## src/rtl/alu_logic_mc_pkg.sv

```systemverilog
// Shared EX-stage definitions for the logic/shift/HI-LO unit.
package alu_logic_mc_pkg;

  localparam int unsigned EX_OP_LOW_BUS = 4;

  localparam logic [EX_OP_LOW_BUS-1:0] EX_LOGIC_AND        = 4'd0;
  localparam logic [EX_OP_LOW_BUS-1:0] EX_LOGIC_OR         = 4'd1;
  localparam logic [EX_OP_LOW_BUS-1:0] EX_LOGIC_XOR        = 4'd2;
  localparam logic [EX_OP_LOW_BUS-1:0] EX_LOGIC_NOR        = 4'd3;
  localparam logic [EX_OP_LOW_BUS-1:0] EX_LOGIC_LUI        = 4'd4;
  localparam logic [EX_OP_LOW_BUS-1:0] EX_LOGIC_SHLEFT     = 4'd5;
  localparam logic [EX_OP_LOW_BUS-1:0] EX_LOGIC_SHRIGHTLOG = 4'd6;
  localparam logic [EX_OP_LOW_BUS-1:0] EX_LOGIC_SHRIGHTARI = 4'd7;
  localparam logic [EX_OP_LOW_BUS-1:0] EX_LOGIC_FROMHI     = 4'd8;
  localparam logic [EX_OP_LOW_BUS-1:0] EX_LOGIC_FROMLO     = 4'd9;
  localparam logic [EX_OP_LOW_BUS-1:0] EX_LOGIC_TOHI       = 4'd10;
  localparam logic [EX_OP_LOW_BUS-1:0] EX_LOGIC_TOLO       = 4'd11;

  localparam logic        ENABLE    = 1'b1;
  localparam logic        DISABLE   = 1'b0;
  localparam logic [31:0] ZERO_WORD = 32'h0;

  function automatic logic is_shift_op(input logic [EX_OP_LOW_BUS-1:0] op);
    return op inside {EX_LOGIC_SHLEFT, EX_LOGIC_SHRIGHTLOG, EX_LOGIC_SHRIGHTARI};
  endfunction

endpackage

```

## src/rtl/alu_logic_mc_shift_step.sv

```systemverilog
// One iteration of the multi-cycle shifter: shift by 0..STEP bits with a fill bit.
module alu_shift_step #(
  parameter int unsigned WIDTH = 32,
  parameter int unsigned AMT_W = 3
) (
  input  logic [WIDTH-1:0] data_i,
  input  logic [AMT_W-1:0] amt_i,
  input  logic             left_i,
  input  logic             fill_i,
  output logic [WIDTH-1:0] data_o
);

  // Left shifts zero-fill; right shifts OR in the fill bit over the vacated MSBs.
  always_comb begin
    if (left_i) begin
      data_o = data_i << amt_i;
    end else begin
      data_o = (data_i >> amt_i) | (fill_i ? ~({WIDTH{1'b1}} >> amt_i) : '0);
    end
  end

endmodule

```

## src/rtl/alu_logic_mc.sv

```systemverilog
// Multi-cycle logic / iterative shift / HI-LO move unit for the EX stage.
module alu_logic_mc
  import alu_logic_mc_pkg::*;
#(
  parameter int unsigned WIDTH   = 32,
  parameter int unsigned SHAMT_W = $clog2(WIDTH),
  parameter int unsigned STEP    = 4,
  parameter int unsigned OP_W    = 4
) (
  input  logic             clk,
  input  logic             rst_n,
  input  logic             flush,
  input  logic             in_valid,
  output logic             in_ready,
  input  logic [OP_W-1:0]  op,
  input  logic [WIDTH-1:0] src_left,
  input  logic [WIDTH-1:0] src_right,
  input  logic [WIDTH-1:0] hi,
  input  logic [WIDTH-1:0] lo,
  output logic             out_valid,
  input  logic             out_ready,
  output logic [WIDTH-1:0] result,
  output logic             o_we,
  output logic [WIDTH-1:0] o_hi,
  output logic [WIDTH-1:0] o_lo,
  output logic             busy
);

  localparam int unsigned AMT_W = $clog2(STEP + 1);

  typedef enum logic [1:0] {StIdle, StShift, StDone} state_e;

  state_e               state_q, state_d;
  logic [WIDTH-1:0]     result_q, result_d;
  logic [WIDTH-1:0]     o_hi_q, o_hi_d;
  logic [WIDTH-1:0]     o_lo_q, o_lo_d;
  logic                 o_we_q, o_we_d;
  logic [SHAMT_W-1:0]   rem_q, rem_d;
  logic                 left_q, left_d;
  logic                 fill_q, fill_d;

  logic [EX_OP_LOW_BUS-1:0] op_l;
  logic [SHAMT_W-1:0]       shamt;
  logic [SHAMT_W-1:0]       rem_next;
  logic [AMT_W-1:0]         step_amt;
  logic [WIDTH-1:0]         shift_out;
  logic                     accept;
  logic [WIDTH-1:0]         one_res, one_hi, one_lo;
  logic                     one_we;

  assign op_l     = EX_OP_LOW_BUS'(op);
  assign shamt    = src_left[SHAMT_W-1:0];
  assign in_ready = (state_q == StIdle) | ((state_q == StDone) & out_ready);
  assign accept   = in_valid & in_ready & ~flush;

  // Bits to shift this cycle: min(STEP, remaining).
  always_comb begin
    if (32'(rem_q) >= STEP) begin
      step_amt = AMT_W'(STEP);
    end else begin
      step_amt = AMT_W'(rem_q);
    end
  end

  assign rem_next = rem_q - SHAMT_W'(step_amt);

  alu_shift_step #(
    .WIDTH (WIDTH),
    .AMT_W (AMT_W)
  ) u_shift_step (
    .data_i (result_q),
    .amt_i  (step_amt),
    .left_i (left_q),
    .fill_i (fill_q),
    .data_o (shift_out)
  );

  // Single-cycle results; shifts by zero simply pass the shiftee through.
  always_comb begin
    one_res = '0;
    one_we  = DISABLE;
    one_hi  = '0;
    one_lo  = '0;
    case (op_l)
      EX_LOGIC_AND:        one_res = src_left & src_right;
      EX_LOGIC_OR:         one_res = src_left | src_right;
      EX_LOGIC_XOR:        one_res = src_left ^ src_right;
      EX_LOGIC_NOR:        one_res = ~(src_left | src_right);
      EX_LOGIC_LUI:        one_res = {src_right[WIDTH/2-1:0], {(WIDTH/2){1'b0}}};
      EX_LOGIC_SHLEFT,
      EX_LOGIC_SHRIGHTLOG,
      EX_LOGIC_SHRIGHTARI: one_res = src_right;
      EX_LOGIC_FROMHI:     one_res = hi;
      EX_LOGIC_FROMLO:     one_res = lo;
      EX_LOGIC_TOHI: begin
        one_we = ENABLE;
        one_hi = src_left;
        one_lo = lo;
      end
      EX_LOGIC_TOLO: begin
        one_we = ENABLE;
        one_hi = hi;
        one_lo = src_left;
      end
      default: ;
    endcase
  end

  // Next-state: shift iteration, result hand-off, accept, then flush overriding all.
  always_comb begin
    state_d  = state_q;
    result_d = result_q;
    o_we_d   = o_we_q;
    o_hi_d   = o_hi_q;
    o_lo_d   = o_lo_q;
    rem_d    = rem_q;
    left_d   = left_q;
    fill_d   = fill_q;

    case (state_q)
      StShift: begin
        result_d = shift_out;
        rem_d    = rem_next;
        if (rem_next == '0) state_d = StDone;
      end
      StDone: begin
        if (out_ready) begin
          state_d = StIdle;
          o_we_d  = DISABLE;
        end
      end
      default: ;
    endcase

    if (accept) begin
      if (is_shift_op(op_l) && (shamt != '0)) begin
        state_d  = StShift;
        rem_d    = shamt;
        result_d = src_right;
        left_d   = (op_l == EX_LOGIC_SHLEFT);
        // Sign is captured once here; later iterations replicate it.
        fill_d   = (op_l == EX_LOGIC_SHRIGHTARI) & src_right[WIDTH-1];
        o_we_d   = DISABLE;
        o_hi_d   = '0;
        o_lo_d   = '0;
      end else begin
        state_d  = StDone;
        result_d = one_res;
        o_we_d   = one_we;
        o_hi_d   = one_hi;
        o_lo_d   = one_lo;
      end
    end

    if (flush) begin
      state_d  = StIdle;
      result_d = result_q;
      o_we_d   = DISABLE;
    end
  end

  // State and result registers.
  always_ff @(posedge clk or negedge rst_n) begin
    if (!rst_n) begin
      state_q  <= StIdle;
      result_q <= '0;
      o_we_q   <= 1'b0;
      o_hi_q   <= '0;
      o_lo_q   <= '0;
      rem_q    <= '0;
      left_q   <= 1'b0;
      fill_q   <= 1'b0;
    end else begin
      state_q  <= state_d;
      result_q <= result_d;
      o_we_q   <= o_we_d;
      o_hi_q   <= o_hi_d;
      o_lo_q   <= o_lo_d;
      rem_q    <= rem_d;
      left_q   <= left_d;
      fill_q   <= fill_d;
    end
  end

  assign out_valid = (state_q == StDone);
  assign busy      = (state_q != StIdle);
  assign result    = result_q;
  assign o_we      = o_we_q;
  assign o_hi      = o_hi_q;
  assign o_lo      = o_lo_q;

endmodule

```

## config.mk

```make
export PLATFORM = sky130hd
export DESIGN_NAME = alu_logic_mc
export DESIGN_NICKNAME = d
export VERILOG_FILES = /design/src/rtl/alu_logic_mc_pkg.sv /design/src/rtl/alu_logic_mc_shift_step.sv /design/src/rtl/alu_logic_mc.sv
export SDC_FILE = /design/constraint.sdc
export NUM_CORES = 1
export LEC_CHECK = 0
export CAP_MARGIN = 30
export CORE_MARGIN = 3
export CORE_UTILIZATION = 40
export CTS_CLUSTER_SIZE = 20
export DETAILED_ROUTE_END_ITERATION = 8
export HOLD_SLACK_MARGIN = 0.02
export PLACE_DENSITY = 0.64
export SLEW_MARGIN = 20
export SYNTH_ARGS = -nofsm -noshare
export SYNTH_HDL_FRONTEND = slang
export SYNTH_SLANG_ARGS = --single-unit
```

## constraint.sdc

```tcl
create_clock -name clk -period 3.1 [get_ports clk]
set_input_delay 0.31 -clock clk [delete_from_list [all_inputs] [get_ports clk]]
set_output_delay 0.31 -clock clk [all_outputs]
set_load 0.03 [all_outputs]
```

==> After elaboration in Yosys (flattened, before gate mapping) <==
Cells that the tools add are included.
{ "classes": {"n_reduce_logical": 17, "multipliers": 0, "n_div": 0, "shift": 3, "muxes": 26, "magnitude_cmp": 1, "n_bitwise": 12, "n_eq_ne": 15, "add_sub_neg": 1} }
{ "op_table": {"columns": ["operator", "count"], "rows": [
  ["case mux 32 bit (8 select lines)", 1],
  ["two-way mux 32 bit", 7],
  ["case mux 32 bit (2 select lines)", 2],
  ["NOT 32 bit", 2],
  ["bitwise OR 32 bit", 2],
  ["AND 32 bit", 1],
  ["<< shifter 32 x 3 -> 32 bit", 1],
  ["right shift 32 x 3 -> 32 bit", 1],
  ["right shift 32 x 3 -> 32 bit (first input constant)", 1],
  ["bitwise XOR 32 bit", 1],
  ["equality test 4 x 3 -> 1 bit (second input constant)", 4],
  ["equality test 4 bit (second input constant)", 4],
  ["two-way mux 5 bit", 3],
  ["two-way mux 2 bit", 5],
  ["nonzero test 3 bit", 3],
  ["equality test 4 x 2 -> 1 bit (second input constant)", 2],
  ["two-way mux 1 bit", 6],
  ["AND reduction 2 bit", 3],
  ["greater-or-equal comparator 5 x 3 -> 1 bit (second input constant)", 1],
  ["logical NOT 5 bit", 1],
  ["nonzero test 5 bit", 1],
  ["subtractor 5 x 3 -> 5 bit", 1],
  ["AND 1 bit", 4],
  ["equality test 4 x 1 -> 1 bit (second input constant)", 1],
  ["other kinds (16)", 17]
]} }
{ "word_totals": {"out_inout_bits": 100, "memories": 0, "input_bits": 137, "latchBits": 0, "ram_bits": 0, "mem_bits_ro": 0, "reg_bits": 106} }

==> Logic depth before layout (Yosys ltp) <==
{ "depth": {"depth_word": 9, "ltp_mapped": 11, "ltp_nobuf": 8} }

==> By module <==
Synthesis repeated with hierarchy kept, for this count alone.
{ "hier_totals": {"hier_cells": 1300, "hier_area_um2": 10916.7} }
{ "by_module_without_submodules": {"columns": ["module", "cells_each", "area_each_um2", "n_inst"], "rows": [
  ["alu_logic_mc", 985, 8363.0, 1],
  ["alu_shift_step", 315, 2553.7, 1]
]} }

==> Worst setup path before layout <==
OpenSTA, ideal clock, no wires.
{ "synth_path": {"kind": "register to register", "startpoint": "register rem_q[1]", "endpoint": "register state_q[1]", "arrival_time_ns": 2.358, "stages_incl_launch_ff": 12, "n_path_buf": 4, "setup_slack_ns": 0.621, "required_time_ns": 2.979, "synth_period_minus_slack_ns": 2.479, "setup_ns": 0.121, "cell_sequence": "dfrtp_1 buf_2 buf_1 clkbuf_1 buf_1 nand2_1 ha_1 o21ai_0 a21oi_1 o211ai_1 nand2_1 a22o_1"} }
{ "synth_between": {"elab_chain_len": 6} }
{ "synth_lines": {"columns": ["item", "line_no", "text"], "rows": [
  ["start, declared", "alu_logic_mc.sv:38", "logic [SHAMT_W-1:0] rem_q, rem_d;"],
  ["start signal, assigned", "alu_logic_mc.sv:179", "rem_q <= rem_d;"],
  ["greater-or-equal comparator 5 x 3 -> 1 bit", "alu_logic_mc.sv:58", "if (32'(rem_q) >= STEP) begin"],
  ["two-way mux 3 bit", "alu_logic_mc.sv:58", null],
  ["subtractor 5 x 3 -> 5 bit *", "alu_logic_mc.sv:65", "assign rem_next = rem_q - SHAMT_W'(step_amt);"],
  ["logical NOT 5 bit *", "alu_logic_mc.sv:124", "if (rem_next == '0) state_d = StDone;"],
  ["inequality test 4 bit (no source line) *", null, null],
  ["AND reduction 3 bit (no source line) *", null, null],
  ["end signal, assigned", "alu_logic_mc.sv:165", "state_q <= StIdle;"],
  ["end signal, assigned", "alu_logic_mc.sv:174", "state_q <= state_d;"],
  ["end, declared", "alu_logic_mc.sv:33", "state_e state_q, state_d;"]
]} }
Mark *: on every way between the ends. The rest lies on a longest branch, timed or not.
A chain may end at the register's enable or synchronous reset.

==> Worst setup path after layout <==
{ "layout_path": {"startpoint": "register rem_q[2]", "endpoint": "register result_q[10], in the netlist result[10]"} }
{ "layout_between": {"elab_chain_len": 9, "word_cells_on_any_way": 11, "classes_between": "order compare: 1; shift: 3; mux: 5; bitwise: 2"} }
{ "layout_lines": {"columns": ["item", "line_no", "text"], "rows": [
  ["greater-or-equal comparator 5 x 3 -> 1 bit", "alu_logic_mc.sv:58", null],
  ["two-way mux 3 bit *", "alu_logic_mc.sv:58", null],
  ["right shift 32 x 3 -> 32 bit", "alu_logic_mc_shift_step.sv:18", "data_o = (data_i >> amt_i) | (fill_i ? ~({WIDTH{1'b1}} >> amt_i) : '0);"],
  ["NOT 32 bit", "alu_logic_mc_shift_step.sv:18", null],
  ["two-way mux 32 bit", "alu_logic_mc_shift_step.sv:18", null],
  ["bitwise OR 32 bit", "alu_logic_mc_shift_step.sv:18", null],
  ["two-way mux 32 bit *", "alu_logic_mc_shift_step.sv:15", "if (left_i) begin"],
  ["two-way mux 32 bit *", "alu_logic_mc.sv:120", "case (state_q)"],
  ["two-way mux 32 bit *", "alu_logic_mc.sv:135", "if (accept) begin"],
  ["end signal, assigned", "alu_logic_mc.sv:175", "result_q <= result_d;"],
  ["end, declared", "alu_logic_mc.sv:34", "logic [WIDTH-1:0] result_q, result_d;"]
]} }
Mark *: on every way between the ends. The rest lies on a longest branch, timed or not. The select of a mux whose other input is x is not followed.

==> run_results.csv <==
group,metric,value,unit
timing,hold-worst-slack,479,ps
setup_path,cp_cell_sequence,"or4b_1, buf_4, mux2i_1, nand2_1, a32o_1, o32a_1",
timing,fin_skew,8.32,ps
finish,finalNetCount,1724,
clocking,clockRootBuffer,"clkbuf_16",
yosys,synth_top_area_share,0.253,
finish,final_cell_area,13700,um^2
finish,fillers,2396,
route,ant_nets,0,
grt,grt_overflow,0,
grt,grt_pass1_vias,11454,
yosys,ys_ff_latch,106,
placement,port_buffers,236,
setup_path,ff2ff_path_depth,6,
setup_path,timing.critical_path.slowest_stage_cell,"or4b_1",
floorplan,num_io_pins,237,
setup_path,cp-start-kind,"flip-flop",
clocking,clk_pin_slew_worst_paths,80,ps
route,dr.pass1.iters,7,
setup_path,worstReg2RegEnd,"result[10]$_DFFE_PN0P_",
floorplan,die_y,168,um
yosys,async_reset_ff_frac,1.00,
timing,rsz0062_at_grt,"false",
route,drt_iter0_markers,1712,
grt,grt_max_degree,47,
route,routed_wl,45900,um
timing,setup_viol,0,
floorplan,rows,58,
placement,gp_congestion,0.972,
pwr,p_leak,0.00556,uW
floorplan,dieArea,28200,um^2
setup_path,arrival,2930,ps
finish,area_growth,30.7,%
setup_path,critPathMaxFanout,28,
yosys,synth_area_per_cell,7.86,um^2
clocking,clk_latency,370,ps
finish,layout_commonest_cell,"clkdlybuf4s50_1",
yosys,syn_area,10500,um^2
placement,pre_cts_ws,393,ps
route,vias,11920,
timing,slew_headroom,0.421,
outcome,outcome,"complete, no violations",
setup_path,cp.required,3360,ps
setup_path,path_class,"reg -> reg",
placement,placed_cell_area,13400,um^2
setup_path,r2r_slack,430,ps
job,max-cap-violations,0,
timing,max_freq,374,MHz
finish,drive_gt1_frac,0.0956,
clocking,cts_tree,"yes",
timing,layout_setup_ws,428,ps
setup_path,slowest_delay,710,ps
hold_path,hp-class,"in -> async",
grt,grt.total_usage,0.315,
pwr,cellPowerDensity,584,nW/um^2
timing,fin_tns_setup,0,ps
yosys,ys_types,71,
route,wl_per_cell,24.7,um
clocking,cts_buffers,9,
grt,grt_pass1_wl,69900,um
route,viasPerCell,6.42,
floorplan,fp.dieW,168,um
timing,worst-slew-pin-transition,857,ps
setup_path,r2r_start,"rem_q[2]$_DFF_PN0_",
floorplan,initial_core_util,0.412,
yosys,syn_nets,1538,
yosys,synth-edff-count,0,
clocking,cts.sinks,106,
timing,period_minus_slack,2670,ps
clocking,clockBufferDepth,2,
placement,dp_hpwl,34800,um
floorplan,core,25500,um^2
pwr,max-vdd-ir-drop,0.000394,V
timing,finalHoldViolCount,0,
yosys,yosysSeqAreaShare,0.253,
setup_path,end_kind,"flip-flop",
yosys,ys.flop_type,"dfrtp_1",
finish,final_cell_mix,"231 x clkdlybuf4s50_1, 148 x nand2_1, 127 x o21ai_0, 106 x dfrtp_1, 93 x a22oi_1",
route,drc,0,
finish,final_util,0.539,
yosys,yosys-top-cells-area,"dfrtp_1 25%, ha_1 7.7%, a22oi_1 6.6%",
timing,fin_crit_sh,0.862,
yosys,ys.warnings.count,0,
grt,antenna_found_initial,1,
timing,slew_viol_final,0,
yosys,synth_cells,1336,
clocking,h-tree-depth,3,
yosys,synth_area_leader_cell,"dfrtp_1",
## cells in the mapped netlist (5+ instances only)
| cell | instances |
|---|---|
| nand2_1 | 149 |
| o21ai_0 | 127 |
| dfrtp_1 | 106 |
| a22oi_1 | 93 |
| clkbuf_1 | 92 |
| inv_1 | 77 |
| a21oi_1 | 67 |
| ha_1 | 65 |
| nor2_1 | 62 |
| mux2i_1 | 56 |
| nand3_1 | 33 |
| a31oi_1 | 29 |
| mux2_2 | 27 |
| buf_1 | 22 |
| nor2b_1 | 22 |
| nor3_1 | 21 |
| o211ai_1 | 19 |
| buf_2 | 18 |
| o221ai_1 | 16 |
| a211oi_1 | 14 |
| xnor2_1 | 14 |
| a221oi_1 | 12 |
| a32oi_1 | 11 |
| nand2b_1 | 11 |
| o31ai_1 | 11 |
| a211o_1 | 10 |
| mux4_2 | 10 |
| a22o_1 | 9 |
| a41oi_1 | 8 |
| nand4_1 | 8 |
| and2_1 | 7 |
| nand3b_1 | 7 |
| o22ai_1 | 7 |
| a2111oi_0 | 6 |
| a221o_1 | 5 |
| a32o_1 | 5 |
| nor3b_1 | 5 |
| nor4_1 | 5 |
## worst max-delay path, delay by kind of cell (launching register included)
family,cells,cell delay [ps]
and+or+nand+nor,2,810
muxes,1,250
AOI/OAI and AO/OA,2,590
buffers and inverters,1,330
DFF,1,560
## registers in the layout, indices dropped and copies added, names as in the netlist
| name | cells |
|---|---|
| rem_q | 5 |
| o_lo | 32 |
| result | 32 |
| left_q | 1 |
| o_hi | 32 |
| fill_q | 1 |
| o_we | 1 |
| state_q | 2 |
## cell type report
| class | instances | area, um^2 | share of cell area |
|---|---|---|---|
| repair buffers | 312 | 3000 | 0.219 |
| clock buffers | 10 | 239 | 0.0174 |
| clock inverters | 6 | 88.8 | 0.00647 |
| multi-input cells | 1014 | 7030 | 0.512 |
| flip-flops and latches | 106 | 2650 | 0.193 |
| inverters | 79 | 297 | 0.0216 |
| well taps | 330 | 413 | 0.0301 |
| diodes | 1 | 2.50 | 0.000182 |
## cell families (layout without fill, tap and decap cells)
| family | count (synthesis) | count (layout) | share of synthesized area |
|---|---|---|---|
| XOR/XNOR | 15 | 15 | 0.0125 |
| buffers and inverters | 216 | 407 | 0.0813 |
| adder cells (fa/ha/maj) | 65 | 65 | 0.0774 |
| multiplexers | 93 | 93 | 0.104 |
| AO/OA/AOI/OAI | 486 | 486 | 0.313 |
| other | 1 | 2 | 0.000357 |
| AND/OR/NAND/NOR | 354 | 354 | 0.159 |
| flip-flops | 106 | 106 | 0.253 |
## power by group
| part | leakage [uW] | internal [uW] | switching (uW) |
|---|---|---|---|
| registers | 0.00136 | 1650 | 754 |
| clock network | 0.000155 | 733 | 572 |
| logic | 0.00404 | 1850 | 2460 |
| total | 0.00556 | 4230 | 3780 |
## how the worst max path moves through the flow
stage                     slack, ps          startpoint  depth (start not counted)                      to
after floorplan                 620  rem_q[1]$_DFF_PN0_                         11  state_q[1]$_DFFE_PN0P_
after global placement          340         src_left[2]                          7  result[16]$_DFFE_PN0P_
after detailed placement        390         src_left[2]                          7  result[16]$_DFFE_PN0P_
after CTS                       480  rem_q[2]$_DFF_PN0_                          6  result[10]$_DFFE_PN0P_
after global routing            300  rem_q[2]$_DFF_PN0_                          6  result[10]$_DFFE_PN0P_
final                           430  rem_q[2]$_DFF_PN0_                          6  result[10]$_DFFE_PN0P_
## timing repair
action,in CTS,in global routing
buffers inserted,0,0
hold endpoints to repair,40,0
hold buffers,1,0
gates resized for setup,0,0
## through the flow
stage	total power [uW]	cells
final	8010	1858
after global routing	8440	1858
after CTS	7930	1857
after detailed placement	6630	1840
after global placement	6600	1840
after floorplan	4860	1336
## metal layers
metal | GRT usage | vias up | part of all wire
met1 | 0.438 | 5751 | 0.42
li1 | - | 5336 | -
met3 | 0.0528 | 94 | 0.097
met5 | 0 | - | 0
met4 | 0.103 | 0 | 0.034
met2 | 0.500 | 739 | 0.45
No activity file was read; power rests on OpenSTA's default activity.
==> patch 1 (same settings) <==
Reset style: synchronous (`rst_n`), changed in one clocked block.
--- a/src/rtl/alu_logic_mc.sv
+++ b/src/rtl/alu_logic_mc.sv
@@ -160,7 +160,7 @@
   end
 
   // State and result registers.
-  always_ff @(posedge clk or negedge rst_n) begin
+  always_ff @(posedge clk) begin
     if (!rst_n) begin
       state_q  <= StIdle;
       result_q <= '0;
Behaviour: differs if rst_n is asserted again (counterexample within 4 cycles, from zero or initial values and one cycle with rst_n low); with rst_n held inactive, the same outputs for 4 cycles.
==> patch 1 against the unedited design <==
Final cell count is 2.0% higher. Area after synthesis is 2.9% lower. Wire length is 0.49% higher. Sequential share of layout area is 3.5 points lower. Cell area is 2.3% lower. Sequential cell count stayed put. Setup slack better by 0.075 ns. Non-clock buffer count is 11 lower. Critical endpoint is now result[7]$_SDFFE_PN0P_.
Power is not compared: it rests on default switching activity, and its combinational part moved more than twofold at a synthesized area within 25%.
==> patch 1: results (changes against the unedited design) <==
fill count=2,388 (was 2,396); ranking of synthesized cells by area=dfxtp_1 21%, ha_1 8.0%, o21ai_0 6.8% (was dfrtp_1 25%, ha_1 7.7%, a22oi_1 6.6%); diode count=2 (was 1); total number of vias=12,000 (was 11,900); status=finished, final reports clean (unchanged); invs w/o clock=68 (was 79); worst clock skew=0.00685 ns (was 0.00832 ns); Synth cell types=76 (was 71); largest fanout on the critical path=12 (was 28); Synth top cells by count=169 x nand2_1, 139 x o21ai_0, 106 x dfxtp_1 (was 149 x nand2_1, 127 x o21ai_0, 106 x dfrtp_1); DRT iter0 DRCs=1,537 (was 1,712); ys async rst share=0% (was 100%); Setup WS pre-CTS=0.334 ns (was 0.393 ns); post-synth net total=1,593 (was 1,538); post-DR wirelength/cell=24.4 µm (was 24.7 µm); fraction of area in multi-input gates=54.4% (was 51.2%); FF+latch area=0.00212 mm² (was 0.00265 mm²); clock-cell share of area=2.64% (was 2.39%); final WL=46,200 µm (was 45,900 µm); Hold Crit Class=input port to flip-flop (was input port to async pin); num sequential=106 (unchanged); hpwl dp=34,700 µm (was 34,800 µm); largest net degree at the start of global routing=57 (was 47); GRT Overall Usage=32.2% (was 31.5%); area of the die=0.0274 mm² (was 0.0282 mm²); Non-clock buffers, area share=22.2% (was 21.9%); first-pass GRT wire length=70,300 µm (was 69,900 µm)
## patch 1: changes by cell type in the layout (fill, tap and decap cells not counted), sizes merged, moves of 12 or more
cell / change
a221oi: +15
a21oi: +21
a211oi: +15
dfrtp: -106
buf: -12
nand3: -16
nand2: +20
mux2: -16
and2: +61
o21ai: +14
dfxtp: +106
## patch 1: worst max-delay path: stages (launching register included)
cell       delay [ns]
dfxtp_1          0.45
or4b_1           0.80
buf_4            0.29
nand2_1          0.09
nand2_1          0.06
o211a_1          0.23
a2111oi_0        0.43
o21ai_0          0.12
## patch 1: cells by family after synthesis
logic type | count (synthesis) | synth area share [%]
buffers and inverters | 207 | 8.01
xor gates and xnor gates | 29 | 2.49
other | 1 | 0.0368
muxes | 80 | 8.48
AOI/OAI and AO/OA | 522 | 34.1
DFF | 106 | 20.8
adders and majority gates | 65 | 7.98
and+or+nand+nor | 381 | 18.1
## patch 1: worst paths after layout
path,slack [ns],end,from,depth (start not counted)
worst max-delay path,0.50,result[7]$_SDFFE_PN0P_,rem_q[3]$_SDFF_PN0_,7
worst min-delay path,0.34,result[2]$_SDFFE_PN0P_,rst_n,3
worst max register to register,0.50,result[7]$_SDFFE_PN0P_,rem_q[3]$_SDFF_PN0_,7
worst min register to register,0.52,o_we$_SDFFE_PP0P_,o_we$_SDFFE_PP0P_,2
## patch 1: layer usage
| layer | vias to the layer above | routed length, µm | global-route usage, % |
|---|---|---|---|
| li1 | 5436 | - | - |
| met1 | 5704 | 19400 | 43.1 |
| met2 | 664 | 20600 | 49.7 |
| met3 | 153 | 3990 | 6.96 |
| met4 | 2 | 2240 | 14.5 |
| met5 | - | 13 | 0 |
==> patch 2 (config.mk and constraints unchanged) <==
Without the edit above. `ENABLE`: 1'b1 -> 1'b0.
--- a/src/rtl/alu_logic_mc_pkg.sv
+++ b/src/rtl/alu_logic_mc_pkg.sv
@@ -16,7 +16,7 @@
   localparam logic [EX_OP_LOW_BUS-1:0] EX_LOGIC_TOHI       = 4'd10;
   localparam logic [EX_OP_LOW_BUS-1:0] EX_LOGIC_TOLO       = 4'd11;
 
-  localparam logic        ENABLE    = 1'b1;
+  localparam logic        ENABLE    = 1'b0;
   localparam logic        DISABLE   = 1'b0;
   localparam logic [31:0] ZERO_WORD = 32'h0;
 
Function: changed (a bounded check fails within 4 cycles, from zero or initial values and one cycle with rst_n low).
==> patch 2 against the unedited design <==
Maximum frequency grew 2.3%. Power is 2.1% lower. Sequential cell count decreased by 1. Global-route usage fell by 0.77 points. Cell area down 0.26%. First-iteration DRC count down 14%. Setup slack better by 0.059 ns. Area after synthesis up 1.2%. Wire length decreased by 1.3%.
==> patch 2: results (changes against the unedited design) <==
status=finished, final reports clean (unchanged); Fin Hold WS=0.442 ns (was 0.479 ns); met1 wire length=19,100 µm (about the same); Global Route met1 Usage=43.5% (was 43.8%); largest net degree at the start of global routing=67 (was 47); post-layout net count=1,736 (was 1,724); Non-clock buffers, area share=21.2% (was 21.9%); ranking of synthesized cells by area=dfrtp_1 25%, ha_1 7.7%, mux2i_1 6.5% (was dfrtp_1 25%, ha_1 7.7%, a22oi_1 6.6%); worst rel slew slack=42.0% (was 42.1%); IO buf count=235 (was 236); Syn Inst Count=1,358 (was 1,336); clock buffers=11 (was 10); r2r setup slk=0.49 ns (was 0.43 ns); Tapcells=335 (was 330); post-DR wirelength/cell=24.2 µm (was 24.7 µm); Worst-path clk slew=0.09 ns; met3 GRT Util=6.56% (was 5.28%); final WL=45,300 µm (was 45,900 µm); multiplexer area fraction after synthesis=11.3% (was 10.4%); Worst R2R Start=rem_q[3]$_DFF_PN0_ (was rem_q[2]$_DFF_PN0_); Post-Synth XOR/XNOR Area=1.15% (was 1.25%); register fraction of the total cell area=19.2% (was 19.3%); Pwr Density=573 mW/mm² (was 584 mW/mm²); total number of vias=11,800 (was 11,900); post-synth net total=1,560 (was 1,538); #MultiIn Comb=1,037 (was 1,014); Synth cell types=74 (was 71); Synth Area in Adders=7.66% (was 7.74%); GRT Overall Usage=30.7% (was 31.5%); fraction of area in multi-input gates=52.3% (was 51.2%); diode count=0 (was 1); arrival time worst endpoint=2.89 ns (was 2.93 ns); Int Power=4.13 mW (was 4.23 mW); initial antenna violation count=0 (was 1); register area share after synthesis=24.7% (was 25.3%); met2 WL=20,000 µm (was 20,900 µm); Slowest-stage cell, CP=a2111oi_0 (was or4b_1); Setup WS pre-CTS=0.497 ns (was 0.393 ns); CP peak stage delay=0.80 ns (was 0.71 ns); DRT iter0 DRCs=1,468 (was 1,712); layout cells sized above 1=10.0% (was 9.56%); Met3 Wirelength=4910 µm (was 4450 µm); first-pass GRT wire length=68,700 µm (was 69,900 µm); Post-DP Area=0.0134 mm² (about the same); fill count=2,519 (was 2,396); placed instance count=1,857 (was 1,840); Top delay family on crit path=compound AO/OA/AOI/OAI gates (was simple AND/OR/NAND/NOR gates); invs w/o clock=74 (was 79); largest fanout on the critical path=7 (was 28); worst vdd ir=439 µV (was 394 µV); routability cong.=0.958 (was 0.972); post-synthesis compound-gate area fraction=31.2% (was 31.3%); worst clock skew=0.0150 ns (was 0.00832 ns); met2 Use GR=47.0% (was 50.0%)
-- patch 2: worst register-to-register path: stages, from the launching register on --
cell and delay, ns:
dfrtp_1 0.38, or4b_1 0.70, buf_4 0.26, mux2i_1 0.12, a2111oi_0 0.80, a211oi_1 0.10
a31oi_1 0.16
-- patch 2: how the worst max path moves through the flow --
stage	endpoint	from	slack [ns]	cells past startpoint
floorplan	state_q[1]$_DFFE_PN0P_	rem_q[3]$_DFF_PN0_	0.46	10
global placement	state_q[1]$_DFFE_PN0P_	src_left[3]	0.57	7
detailed placement	state_q[1]$_DFFE_PN0P_	src_left[3]	0.50	7
CTS	result[12]$_DFFE_PN0P_	rem_q[3]$_DFF_PN0_	0.59	6
global route	result[12]$_DFFE_PN0P_	rem_q[3]$_DFF_PN0_	0.47	6
finish	result[12]$_DFFE_PN0P_	rem_q[3]$_DFF_PN0_	0.49	6
